## config.mk

```make
export PLATFORM = sky130hd
export DESIGN_NAME = dma_burst_legalizer
export DESIGN_NICKNAME = d
export VERILOG_FILES = /design/src/rtl/dma_burst_legalizer.sv
export SDC_FILE = /design/constraint.sdc
export NUM_CORES = 1
export LEC_CHECK = 0
export BUFFER_PORTS_ARGS = -buffer_cell sky130_fd_sc_hd__buf_2
export CORE_ASPECT_RATIO = 1.2
export CORE_MARGIN = 2
export CORE_UTILIZATION = 53
export CTS_CLUSTER_DIAMETER = 100
export DETAILED_ROUTE_END_ITERATION = 10
export PLACE_DENSITY = 0.79
export SETUP_SLACK_MARGIN = 0.05
export SLEW_MARGIN = 15
export SYNTH_ARGS = -nofsm -noshare
export SYNTH_HDL_FRONTEND = slang
export SYNTH_SLANG_ARGS = --single-unit
```

## constraint.sdc

```tcl
create_clock -name clk_i -period 8.21 [get_ports clk_i]
set_clock_uncertainty 0.2 [all_clocks]
set_input_delay 1.642 -clock clk_i [delete_from_list [all_inputs] [get_ports clk_i]]
set_output_delay 1.642 -clock clk_i [all_outputs]
set_load 0.01 [all_outputs]
```

## src/rtl/dma_burst_legalizer.sv

```systemverilog
// Splits DMA transfer requests into AXI bursts capped at MaxBurstBytes that never
// cross a BoundaryBytes line, issuing only while the in-flight budget allows.
module dma_burst_legalizer #(
    parameter int AddrWidth     = 32,
    parameter int DataWidth     = 64,
    parameter int LenWidth      = 24,
    parameter int IdWidth       = 4,
    parameter int MaxBurstBytes = 2048,
    parameter int BoundaryBytes = 4096,
    parameter int MaxTxns       = 64
) (
    input  logic                           clk_i,
    input  logic                           rst_i,
    input  logic                           req_valid_i,
    output logic                           req_ready_o,
    input  logic [AddrWidth-1:0]           req_addr_i,
    input  logic [LenWidth-1:0]            req_len_i,
    input  logic [IdWidth-1:0]             req_id_i,
    output logic                           burst_valid_o,
    input  logic                           burst_ready_i,
    output logic [AddrWidth-1:0]           burst_addr_o,
    output logic [7:0]                     burst_len_o,
    output logic [2:0]                     burst_size_o,
    output logic [IdWidth-1:0]             burst_id_o,
    output logic                           burst_last_o,
    input  logic                           cmpl_i,
    output logic                           err_o,
    output logic                           busy_o,
    output logic [$clog2(MaxTxns+1)-1:0]   outstanding_o
);

    localparam int BeatBytes = DataWidth / 8;
    localparam int SizeVal   = $clog2(BeatBytes);
    localparam int CntW      = $clog2(MaxTxns + 1);
    localparam int MbW       = $clog2(MaxBurstBytes) + 1;
    localparam int BdW       = $clog2(BoundaryBytes) + 1;
    localparam int CalcW0    = (LenWidth > MbW) ? LenWidth : MbW;
    localparam int CalcW1    = (CalcW0 > BdW) ? CalcW0 : BdW;
    localparam int CalcW     = (CalcW1 > 9) ? CalcW1 : 9;

    localparam logic [AddrWidth-1:0] MbMask    = AddrWidth'(MaxBurstBytes - 1);
    localparam logic [AddrWidth-1:0] BdMask    = AddrWidth'(BoundaryBytes - 1);
    localparam logic [AddrWidth-1:0] BeatMaskA = AddrWidth'(BeatBytes - 1);
    localparam logic [LenWidth-1:0]  BeatMaskL = LenWidth'(BeatBytes - 1);
    localparam logic [AddrWidth:0]   AddrSpace = {1'b1, {AddrWidth{1'b0}}};

    typedef enum logic {
        IDLE,
        SPLIT
    } state_e;

    state_e state_q, state_d;

    logic [AddrWidth-1:0] cur_addr_q;
    logic [LenWidth-1:0]  remaining_q;
    logic [IdWidth-1:0]   id_q;
    logic [CntW-1:0]      outstanding_q;
    logic                 err_q;

    logic                 req_hs, req_bad, burst_valid, burst_hs, cmpl_eff;
    logic [CalcW-1:0]     to_max, to_bnd, rem_ext, bytes;
    logic [7:0]           beats_m1;
    logic                 last;
    logic [AddrWidth:0]   end_addr;

    // Burst size is the tightest of: bytes left, room to the burst cap line, room to the boundary.
    always_comb begin
        to_max   = CalcW'(MaxBurstBytes) - CalcW'(cur_addr_q & MbMask);
        to_bnd   = CalcW'(BoundaryBytes) - CalcW'(cur_addr_q & BdMask);
        rem_ext  = CalcW'(remaining_q);
        bytes    = rem_ext;
        if (to_max < bytes) bytes = to_max;
        if (to_bnd < bytes) bytes = to_bnd;
        beats_m1 = 8'((bytes >> SizeVal) - CalcW'(1));
        last     = (bytes == rem_ext);
    end

    always_comb begin
        req_hs      = req_valid_i && (state_q == IDLE);
        req_bad     = (req_len_i == '0) || ((req_addr_i & BeatMaskA) != '0)
                      || ((req_len_i & BeatMaskL) != '0);
        burst_valid = (state_q == SPLIT) && (outstanding_q < CntW'(MaxTxns));
        burst_hs    = burst_valid && burst_ready_i;
        cmpl_eff    = cmpl_i && (outstanding_q != '0);
        end_addr    = {1'b0, req_addr_i} + (AddrWidth + 1)'(req_len_i);
    end

    always_ff @(posedge clk_i) begin
        if (rst_i) state_q <= IDLE;
        else       state_q <= state_d;
    end

    always_comb begin
        state_d = state_q;
        unique case (state_q)
            IDLE:    if (req_hs && !req_bad) state_d = SPLIT;
            SPLIT:   if (burst_hs && last)   state_d = IDLE;
            default: state_d = IDLE;
        endcase
    end

    always_ff @(posedge clk_i) begin
        if (rst_i) begin
            cur_addr_q    <= '0;
            remaining_q   <= '0;
            id_q          <= '0;
            outstanding_q <= '0;
            err_q         <= 1'b0;
        end else begin
            err_q <= req_hs && req_bad;
            if (req_hs && !req_bad) begin
                cur_addr_q  <= req_addr_i;
                remaining_q <= req_len_i;
                id_q        <= req_id_i;
            end else if (burst_hs) begin
                cur_addr_q  <= cur_addr_q + AddrWidth'(bytes);
                remaining_q <= remaining_q - LenWidth'(bytes);
            end
            // Issue and completion in the same cycle cancel out.
            unique case ({burst_hs, cmpl_eff})
                2'b10:   outstanding_q <= outstanding_q + CntW'(1);
                2'b01:   outstanding_q <= outstanding_q - CntW'(1);
                default: outstanding_q <= outstanding_q;
            endcase
        end
    end

    always_comb begin
        req_ready_o   = (state_q == IDLE);
        busy_o        = (state_q == SPLIT);
        burst_valid_o = burst_valid;
        burst_addr_o  = cur_addr_q;
        burst_id_o    = id_q;
        burst_len_o   = (state_q == SPLIT) ? beats_m1 : '0;
        burst_last_o  = (state_q == SPLIT) && last;
        burst_size_o  = 3'(SizeVal);
        err_o         = err_q;
        outstanding_o = outstanding_q;
    end

    always_ff @(posedge clk_i) begin
        if (!rst_i) begin
            assert (!(cmpl_i && outstanding_q == '0))
                else $error("dma_burst_legalizer: completion with no burst in flight");
            assert (!(req_hs && !req_bad && end_addr > AddrSpace))
                else $error("dma_burst_legalizer: transfer wraps past top of address space");
        end
    end

endmodule

```

==> metrics.cfg, run 1 <==
[status]
status=complete, no violations

[global_route]
first_global_vias=7420
grt.overflow.total=0
grtUsageTotal_pct=30.9
grt_pass1_wl_um=37400
grt_antenna_before_repair=0
grt_max_degree=70

[cts]
clockRootBuffer=clkbuf_16
cts_made_buffers=9
cts_max_level=3
cts.sinks=69
ctsLongestPathBuffers=2
cts_tree=yes
hold_buffers=0
clk_pin_slew_ps=60
insertion_delay_ps=330

[yosys]
yosysMostFrequentCell=nor2_1
synth_top_area_share_pct=19.1
syn_inst=966
synthMuxAreaShare_pct=1.98
ys_types=93
syn_area_um2=7250
synth_top_family_by_area=compound AO/OA/AOI/OAI gates
synth-xor-area-share_pct=7.54
ys.flop_type=dfxtp_1
ys.warnings.count=0
ys_ff_latch=69
synth.area.top_cells=dfxtp_1 19%, ha_1 12%, a21oi_1 6.6%, nor2_1 5.6%, xnor2_1 3.6%
synth_common_cells=108 x nor2_1, 96 x a21oi_1, 69 x dfxtp_1
synth_simple_gate_area_share_pct=23.4
synthAdderAreaFrac_pct=13.1
yosysTopAreaCell=dfxtp_1
syn_area_per_cell_um2=7.50
synthArstFlopShare_pct=0
synth_edf_count=0
synth-compound-area-share_pct=28.8
ys_seq_area_share_pct=19.1

[worst_setup_path]
ff2ff_path_depth=32
startpoint_type=flop
arrival_ps=6250
rr_startpoint=burst_addr_o[2]$_SDFFE_PP0P_
reg2reg_slack_ps=400
timing.rr.end=burst_addr_o[20]$_SDFFE_PP0P_
crit_fanout=7
crit_required_ps=6370
crit_type=flop to output pin
end_kind=output pin

[timing]
rsz0062_at_grt=true
holdWs_ps=260
post-route-min-period_ps=8100
worstMarginPinSlew_ps=800
tns_ps=0
setup_violations=0
hold_viol=0
drv_slew=0
min_period_over_period_pct=98.6
fmax_mhz=124
maxSlewHeadroom_pct=46.2

[layout]
syn_to_final_growth_pct=24.9
final_cells=1331
fillers=1124
design_area_um2=9060
drive_above_1_share_pct=25.4
antennaDiodeCount=0
nNetsFinal=1295

[run]
cap_violations=0

[floorplanning]
io_pins=124
die_area_um2=14600
num_rows=46
initial_core_util_pct=54.5
die_h_um=132
die_w_um=111
coreArea_um2=13300

[routing]
vias_per_cell=6.15
wirelength_um=23900
firstDrtPassIters=5
initialDrtViolationCount=617
wl_per_cell_um=17.9
vias=8191
drc=0
ant_nets=0

[min_path]
hold_start=burst_id_o[2]$_SDFFE_PP0P_
min_delay_worst_endpoint=burst_id_o[2]$_SDFFE_PP0P_
hold_path_class=flop to flop
hold_depth=2

[placement]
dpl-instance-area_um2=8500
dp_hpwl_um=17500
placedCellCount=1300
place_congestion=0.988
portBuffers=120

[pwr]
power.total_mw=1.02
peakVddDrop_v=0.0000924
power_density_nw_per_um2=112
leakagePower_nw=4.28

==> where the power goes <==
part,internal [mW],total [mW],leakage [nW],switching [mW]
registers,0.337,0.339,0.558,0.00260
clock network,0.210,0.358,0.127,0.148
logic,0.138,0.319,3.59,0.181
total,0.685,1.02,4.28,0.332
==> worst max-delay path by stage <==
stage | from | slack, ps | end | cells past startpoint
after floorplan | burst_addr_o[4]$_SDFFE_PP0P_ | 220 | burst_addr_o[20]$_SDFFE_PP0P_ | 38
after global placement | burst_addr_o[1]$_SDFFE_PP0P_ | 490 | burst_addr_o[26]$_SDFFE_PP0P_ | 37
after detailed placement | burst_addr_o[2]$_SDFFE_PP0P_ | 340 | burst_addr_o[26]$_SDFFE_PP0P_ | 37
after CTS | burst_addr_o[2]$_SDFFE_PP0P_ | 90 | burst_last_o | 26
after global routing | burst_addr_o[2]$_SDFFE_PP0P_ | -110 | burst_last_o | 27
final | burst_addr_o[2]$_SDFFE_PP0P_ | 110 | burst_last_o | 27
==> metal layers <==
| layer | routed length, um | part of all wire [%] | global-route usage [%] | up-vias |
|---|---|---|---|---|
| li1 | - | - | - | 3920 |
| met1 | 9870 | 41 | 40.2 | 3831 |
| met2 | 11500 | 48 | 51.2 | 378 |
| met3 | 1680 | 7.0 | 4.78 | 62 |
| met4 | 854 | 3.6 | 12.7 | 0 |
| met5 | 0 | 0 | 0 | - |
==> per-stage QoR <==
step | utilization (%) | setup WS, ps
floorplan | - | 217
global placement | 63.9 | 494
detailed placement | 63.9 | 339
CTS | 66.0 | 89.8
global route | 68.1 | -108
finish | 68.1 | 113
==> flip-flops by register name, indices dropped and copies added, names as in the netlist <==
register,cells
rem_ext,24
burst_addr_o,32
burst_id_o,4
outstanding_o,7
err_o,1
busy_o,1
==> critical path, stage by stage, from the launching register on <==
cell and delay, ps:
dfxtp_4 350, or3_4 390, or3_4 410, nor4_4 270, xnor2_2 220, ha_1 320
a21o_1 180, nand3_2 100, o2111ai_4 140, o31ai_4 410, buf_6 200, mux2i_1 190
ha_1 260, nand4_1 120, nor2_1 70, o31ai_2 330, nand2_2 130, a21oi_4 190
buf_6 150, mux2i_2 240, inv_1 110, ha_1 310, nand3_1 110, nor2_1 130
nand3_1 100, a21oi_2 220, and2_1 150, buf_2 120
==> area by class of cell <==
type | count | area [um^2] | share of cell area, %
multi-input combinational | 814 | 5680 | 62.8
sequential | 69 | 1390 | 15.3
timing repair buffer | 211 | 1300 | 14.4
clock buffer | 11 | 243 | 2.68
tap | 168 | 210 | 2.32
inverter | 54 | 203 | 2.24
clock inverter | 4 | 25.0 | 0.276
==> timing repair <==
| action | CTS | global route |
|---|---|---|
| endpoints found under the setup margin | 1 | 29 |
| gates resized for setup | 1 | 37 |
| pin swaps | 0 | 19 |
| setup buffers | 0 | 16 |
==> cells in the final DEF (no fill, tap or decap), types with 6 or more instances in the layout <==
master,instances
a311oi_1,8
a22oi_1,14
ha_1,66
nand3_1,30
buf_4,88
xnor2_1,29
buf_2,120
o21ai_1,6
nand4_1,13
dfxtp_1,67
a21oi_2,7
a21o_1,33
nor2_1,108
a211oi_1,18
a31oi_1,9
conb_1,25
o22ai_1,8
or3_1,9
a21oi_1,91
and2_1,6
nor3_1,25
o21ai_0,27
nor2b_1,10
nand2_1,66
nor4_1,15
mux2i_1,7
and3_1,10
xor2_1,27
clkbuf_16,9
o211ai_1,6
o21a_1,7
inv_1,48
==> cells by family (layout without fill, tap and decap cells) <==
kind of cell,after synthesis,in the layout
and+or+nand+nor,337,337
AOI/OAI and AO/OA,303,303
buffers and inverters,106,280
adders and majority gates,75,75
DFF,69,69
xor gates and xnor gates,60,60
muxes,14,14
other,2,25
Note: power is estimated with default switching activity, not from simulation.
==> inputs of run 2 (changes only) <==
--- a/config.mk
+++ b/config.mk
@@ -5,14 +5,15 @@
 export SDC_FILE = /design/constraint.sdc
 export NUM_CORES = 1
 export LEC_CHECK = 0
+export ABC_AREA = 1
 export BUFFER_PORTS_ARGS = -buffer_cell sky130_fd_sc_hd__buf_2
 export CORE_ASPECT_RATIO = 1.2
 export CORE_MARGIN = 2
 export CORE_UTILIZATION = 53
 export CTS_CLUSTER_DIAMETER = 100
 export DETAILED_ROUTE_END_ITERATION = 10
-export PLACE_DENSITY = 0.79
-export SETUP_SLACK_MARGIN = 0.05
+export PLACE_DENSITY = 0.78
+export SETUP_SLACK_MARGIN = 0.2
 export SLEW_MARGIN = 15
 export SYNTH_ARGS = -nofsm -noshare
 export SYNTH_HDL_FRONTEND = slang
==> metrics.cfg, run 2 <==
[layout]
syn_to_final_growth_pct=18.6  ; was 24.9%
fillers=1414  ; was 1124
final_cell_mix=325 x nand2_1, 195 x inv_1, 126 x a21oi_1, 120 x buf_2, 110 x nor2_1  ; was 120 x buf_2, 108 x nor2_1, 91 x a21oi_1, 88 x buf_4, 67 x dfxtp_1
antennaDiodeCount=0  ; unchanged
final_common_cell=nand2_1  ; was buf_2
nNetsFinal=1614  ; was 1295
seqCellArea_um2=1380  ; was 1390 um^2
multi_input_area_um2=5810  ; was 5680 um^2
final_cells=1683  ; was 1331
design_area_um2=9340  ; was 9060 um^2
largest_register_ffs=32  ; unchanged
final_core_util_pct=64.5  ; was 68.1%
drive_above_1_share_pct=17.5  ; was 25.4%

[cts]
cts.sinks=69  ; unchanged
cts_made_buffers=9  ; unchanged
clockRootBuffer=clkbuf_16  ; unchanged
cts_max_level=3  ; unchanged
hold_buffers=0  ; unchanged
clk_pin_slew_ps=70  ; was 60 ps
cts_tree=yes  ; unchanged
ctsLongestPathBuffers=2  ; unchanged
insertion_delay_ps=350  ; was 330 ps

[worst_setup_path]
crit_required_ps=6370  ; about the same
arrival_ps=5900  ; was 6250 ps
max_stage_delay_ps=360  ; was 410 ps
crit_type=flop to output pin  ; unchanged
startpoint_type=flop  ; unchanged
crit_fanout=10  ; was 7
slowest_stage=dfxtp_1  ; was or3_4
end_kind=output pin  ; unchanged

[pwr]
peakVddDrop_v=0.000120  ; was 0.0000924 V
leakagePower_nw=4.92  ; was 4.28 nW
power.total_mw=1.32  ; was 1.02 mW
power_density_nw_per_um2=141  ; was 112 nW/um^2

[routing]
vias=9355  ; was 8191
drc=0  ; unchanged
firstDrtPassIters=5  ; unchanged
initialDrtViolationCount=653  ; was 617
vias_per_cell=5.56  ; was 6.15
wirelength_um=25800  ; was 23900 um
ant_nets=0  ; unchanged
wl_per_cell_um=15.3  ; was 17.9 um

[timing]
hold_viol=0  ; unchanged
holdWs_ps=284  ; was 260 ps
setup_violations=0  ; unchanged
fmax_mhz=129  ; was 124 MHz
maxSlewHeadroom_pct=24.3  ; was 46.2%
rsz0062_at_grt=false  ; was true
min_period_over_period_pct=94.4  ; was 98.6%
post-route-min-period_ps=7750  ; was 8100 ps
drv_slew=0  ; unchanged
tns_ps=0  ; unchanged
worstMarginPinSlew_ps=1130  ; was 800 ps
fin_ws_ps=463  ; was 113 ps

[yosys]
yosysTopAreaCell=dfxtp_1  ; unchanged
syn_inst=1331  ; was 966
synth_top_area_share_pct=17.5  ; was 19.1%
synth_common_cells=328 x nand2_1, 198 x inv_1, 129 x a21oi_1  ; was 108 x nor2_1, 96 x a21oi_1, 69 x dfxtp_1
ys_seq_area_share_pct=17.5  ; was 19.1%
synthArstFlopShare_pct=0  ; unchanged
syn_area_um2=7880  ; was 7250 um^2
ys_types=49  ; was 93
ys.warnings.count=0  ; unchanged
ys.flop_type=dfxtp_1  ; unchanged
syn_area_per_cell_um2=5.92  ; was 7.50 um^2
synth.area.top_cells=dfxtp_1 18%, nand2_1 16%, ha_1 11%, inv_1 9.4%, a21oi_1 8.2%  ; was dfxtp_1 19%, ha_1 12%, a21oi_1 6.6%, nor2_1 5.6%, xnor2_1 3.6%
synth_edf_count=0  ; unchanged
yosysMostFrequentCell=nand2_1  ; was nor2_1
ys_ff_latch=69  ; unchanged

[floorplanning]
die_area_um2=15900  ; was 14600 um^2
die_h_um=138  ; was 132 um
io_pins=124  ; unchanged
initial_core_util_pct=54.4  ; was 54.5%
num_rows=48  ; was 46
coreArea_um2=14500  ; was 13300 um^2
die_w_um=115  ; was 111 um

[placement]
dp_slack_ps=207  ; was 339 ps
portBuffers=120  ; unchanged
place_congestion=0.969  ; was 0.988
dp_hpwl_um=19300  ; was 17500 um
placedCellCount=1648  ; was 1300
dpl-instance-area_um2=8730  ; was 8500 um^2

[global_route]
grt.overflow.total=0  ; unchanged
first_global_vias=8808  ; was 7420
grt_pass1_wl_um=40600  ; was 37400 um
grt_max_degree=64  ; was 70
grt_antenna_before_repair=0  ; unchanged
grtUsageTotal_pct=32.2  ; was 30.9%

[status]
status=complete, no violations  ; unchanged

[run]
cap_violations=0  ; unchanged

[min_path]
hold_path_class=flop to flop  ; unchanged

==> run 2: final timing paths <==
path	from	to	slack, ps	depth (start not counted)
setup / recovery	burst_addr_o[1]$_SDFFE_PP0P_	burst_last_o	460	35
hold / removal	burst_addr_o[16]$_SDFFE_PP0P_	burst_addr_o[16]$_SDFFE_PP0P_	280	2
setup reg to reg	burst_addr_o[1]$_SDFFE_PP0P_	burst_addr_o[27]$_SDFFE_PP0P_	1620	44
hold reg to reg	burst_addr_o[16]$_SDFFE_PP0P_	burst_addr_o[16]$_SDFFE_PP0P_	280	2
==> run 2: cells by family after synthesis <==
group                    count (synthesis)  synth area share (%)
AO/OA/AOI/OAI                          263                  18.8
buffers and inverters                  243                  11.9
adder cells (fa/ha/maj)                 71                  11.6
XOR/XNOR                                29                  3.23
other                                    2                0.0954
flip-flops                              69                  17.5
AND/OR/NAND/NOR                        654                  36.9
==> run 2: critical path: cells and delay by family (launching register included) <==
kind | cells | cell delay, ps
DFF | 1 | 360
adders and majority gates | 4 | 1120
buffers and inverters | 7 | 910
AOI/OAI and AO/OA | 4 | 720
and+or+nand+nor | 19 | 2230
xor gates and xnor gates | 1 | 220
==> run 2: cell type report <==
cell class              instances  area share, %
multi-input cells            1043           62.3
clock buffers                  11           2.71
repair buffers                145           8.44
well taps                     200           2.68
flip-flops and latches         69           14.8
clock inverters                 5          0.630
inverters                     210           8.49
==> run 2: metal layers <==
metal	wire, um	global-route usage, %	part of all wire, %
met5	0	0	0
met4	1460	18.0	5.7
met3	1520	3.43	5.9
met2	12200	57.2	47
met1	10600	37.4	41
==> run 2: repair_timing <==
action,4_1_cts,5_1_grt
gates resized for setup,8,31
buffers inserted,5,13
pin swaps,2,8
endpoints found under the setup margin,2,5
gates cloned,1,0
==> run 2: power breakdown <==
group	total [mW]	switching [mW]	internal, mW
registers	0.368	0.0152	0.353
clock network	0.420	0.168	0.252
logic	0.532	0.335	0.197
total	1.32	0.518	0.801
==> inputs of run 3 (changes only) <==
--- a/config.mk
+++ b/config.mk
@@ -10,10 +10,10 @@
 export CORE_ASPECT_RATIO = 1.2
 export CORE_MARGIN = 2
 export CORE_UTILIZATION = 53
-export CTS_CLUSTER_DIAMETER = 100
 export DETAILED_ROUTE_END_ITERATION = 10
 export PLACE_DENSITY = 0.78
 export SETUP_SLACK_MARGIN = 0.2
+export SKIP_CTS_REPAIR_TIMING = 1
 export SLEW_MARGIN = 15
 export SYNTH_ARGS = -nofsm -noshare
 export SYNTH_HDL_FRONTEND = slang
==> constraint.sdc (replaced) <==
create_clock -name clk_i -period 6.23 [get_ports clk_i]
set_clock_uncertainty 0.2 [all_clocks]
set_input_delay 1.246 -clock clk_i [delete_from_list [all_inputs] [get_ports clk_i]]
set_output_delay 1.246 -clock clk_i [all_outputs]
set_load 0.01 [all_outputs]
==> metrics.cfg, run 3 (synthesized netlist as in run 2, its figures left out) <==
[min_path]
hold_path_class=flop to flop  ; unchanged
min_delay_worst_endpoint=burst_addr_o[15]$_SDFFE_PP0P_  ; was burst_addr_o[16]$_SDFFE_PP0P_
hold_start=burst_addr_o[15]$_SDFFE_PP0P_  ; was burst_addr_o[16]$_SDFFE_PP0P_
hold_depth=2  ; unchanged

[cts]
cts_made_buffers=9  ; unchanged
clk_pin_slew_ps=70  ; about the same
cts.sinks=69  ; unchanged
ctsLongestPathBuffers=2  ; unchanged
cts_tree=yes  ; unchanged
cts_max_level=3  ; unchanged
clockRootBuffer=clkbuf_16  ; unchanged
insertion_delay_ps=360  ; was 350 ps

[timing]
worstMarginPinSlew_ps=1100  ; was 1130 ps
fmax_mhz=147
rsz0062_at_grt=true  ; was false
min_period_over_period_pct=109
holdWs_ps=289  ; was 284 ps
hold_viol=0  ; unchanged
drv_slew=0  ; unchanged
setup_violations=7  ; was 0
post-route-min-period_ps=6790
fin_ws_ps=-556  ; was 463 ps
maxSlewHeadroom_pct=26.3  ; was 24.3%

[placement]
dpl-instance-area_um2=9510  ; was 8730 um^2
dp_slack_ps=-246  ; was 207 ps
dp_hpwl_um=21600  ; was 19300 um
portBuffers=120  ; unchanged
place_congestion=0.955  ; was 0.969

[pwr]
pwr-share-clk_pct=31.3  ; was 31.8%
switchingPower_mw=0.754  ; was 0.518 mW
leakagePower_nw=5.43  ; was 4.92 nW
pwr-share-comb_pct=43.1  ; was 40.3%
p_int_mw=1.14  ; was 0.801 mW
switching_share_pct=39.9  ; was 39.3%
power_density_nw_per_um2=182  ; was 141 nW/um^2
peakVddDrop_v=0.000216  ; was 0.000120 V
power.total_mw=1.89  ; was 1.32 mW
pwr-share-seq_pct=25.5  ; was 27.9%

[floorplanning]
die_h_um=138  ; unchanged
die_w_um=115  ; unchanged
io_pins=124  ; unchanged
initial_core_util_pct=54.4  ; unchanged
coreArea_um2=14500  ; unchanged
die_area_um2=15900  ; unchanged
num_rows=48  ; unchanged

[layout]
design_area_um2=10400  ; was 9340 um^2
final_core_util_pct=71.6  ; was 64.5%
final_common_cell=nand2_1  ; unchanged
nNetsFinal=1693  ; was 1614
syn_to_final_growth_pct=31.6  ; was 18.6%
drive_above_1_share_pct=25.8  ; was 17.5%
largest_register_ffs=32  ; unchanged
final_cell_mix=313 x nand2_1, 189 x inv_1, 120 x buf_2, 115 x a21oi_1, 104 x nor2_1  ; was 325 x nand2_1, 195 x inv_1, 126 x a21oi_1, 120 x buf_2, 110 x nor2_1
antennaDiodeCount=0  ; unchanged

[global_route]
grt_antenna_before_repair=0  ; unchanged
first_global_vias=8809  ; was 8808
grt_pass1_wl_um=42800  ; was 40600 um
grt_max_degree=57  ; was 64
grtUsageTotal_pct=34.4  ; was 32.2%
grt.overflow.total=0  ; unchanged

[routing]
vias_per_cell=5.56  ; about the same
firstDrtPassIters=8  ; was 5
drc=0  ; unchanged
initialDrtViolationCount=770  ; was 653
wirelength_um=29000  ; was 25800 um
vias=9796  ; was 9355
wl_per_cell_um=16.5  ; was 15.3 um
ant_nets=0  ; unchanged

[worst_setup_path]
crit_fanout=8  ; was 10
reg2reg_slack_ps=80  ; was 1620 ps
crit_required_ps=4780  ; was 6370 ps
ff2ff_path_depth=46  ; was 44
rr_startpoint=burst_addr_o[1]$_SDFFE_PP0P_  ; unchanged
slowest_stage=dfxtp_4  ; was dfxtp_1
max_stage_delay_ps=370  ; was 360 ps
end_kind=output pin  ; unchanged
startpoint_type=flop  ; unchanged
timing.rr.end=burst_addr_o[27]$_SDFFE_PP0P_  ; unchanged
crit_type=flop to output pin  ; unchanged
arrival_ps=5340  ; was 5900 ps

[status]
violations=setup timing
status=finished, violations left  ; was complete, no violations

[run]
cap_violations=0  ; unchanged

-- run 3: cell count changes in the layout (fill, tap and decap cells not counted), moves of 8 or more --
cell / change
buf_4: +74
ha_4: +9
a21oi_1: -11
nand2_2: +8
nand2_1: -12
ha_1: -10
-- run 3: worst max path at each step --
| stage | cells after the start | slack [ps] | start | endpoint |
|---|---|---|---|---|
| 2_1_floorplan | 31 | 100 | burst_addr_o[1]$_SDFFE_PP0P_ | burst_last_o |
| 3_3_place_gp | 32 | -60 | burst_addr_o[1]$_SDFFE_PP0P_ | burst_last_o |
| 3_5_place_dp | 36 | -250 | burst_addr_o[1]$_SDFFE_PP0P_ | burst_len_o[7] |
| 4_1_cts | 38 | -650 | burst_addr_o[1]$_SDFFE_PP0P_ | burst_len_o[7] |
| 5_1_grt | 33 | -850 | burst_addr_o[1]$_SDFFE_PP0P_ | burst_last_o |
| 6_report | 34 | -560 | burst_addr_o[1]$_SDFFE_PP0P_ | burst_last_o |
-- run 3: cell type report --
cell class | count | area, um^2
fillers | 1275 | 4110
clock inverters | 7 | 98.8
inverters | 210 | 806
clock buffers | 9 | 225
repair buffers | 224 | 1400
well taps | 200 | 250
flip-flops and latches | 69 | 1390
repair inverters | 1 | 11.3
multi-input cells | 1042 | 6180
-- run 3: power groups by stage --
stage / clock network, mW / registers, mW / logic (mW)
2_1_floorplan: 0 / 0.500 / 0.501
3_3_place_gp: 0 / 0.492 / 0.714
3_5_place_dp: 0 / 0.492 / 0.727
4_1_cts: 0.594 / 0.482 / 0.731
5_1_grt: 0.613 / 0.485 / 0.897
6_report: 0.592 / 0.483 / 0.815
-- run 3: worst max-delay path: cells and delay by family, from the launching register on --
kind	cells	cell delay [ps]
and+or+nand+nor	18	2190
adders and majority gates	3	840
AOI/OAI and AO/OA	4	500
buffers and inverters	8	810
xor gates and xnor gates	1	260
DFF	1	370
-- run 3: per-stage QoR --
stage,cells,setup TNS [ps]
detailed placement,1731,-774
global route,1762,-9020
global placement,1731,-106
finish,1762,-2370
floorplan,1354,0
CTS,1747,-3190
-- run 3: routing by layer --
| layer | track usage (%) | wire, um |
|---|---|---|
| met1 | 40.6 | 11100 |
| met2 | 61.8 | 14500 |
| met3 | 4.93 | 2050 |
| met4 | 15.0 | 1380 |
| met5 | 0 | 0 |
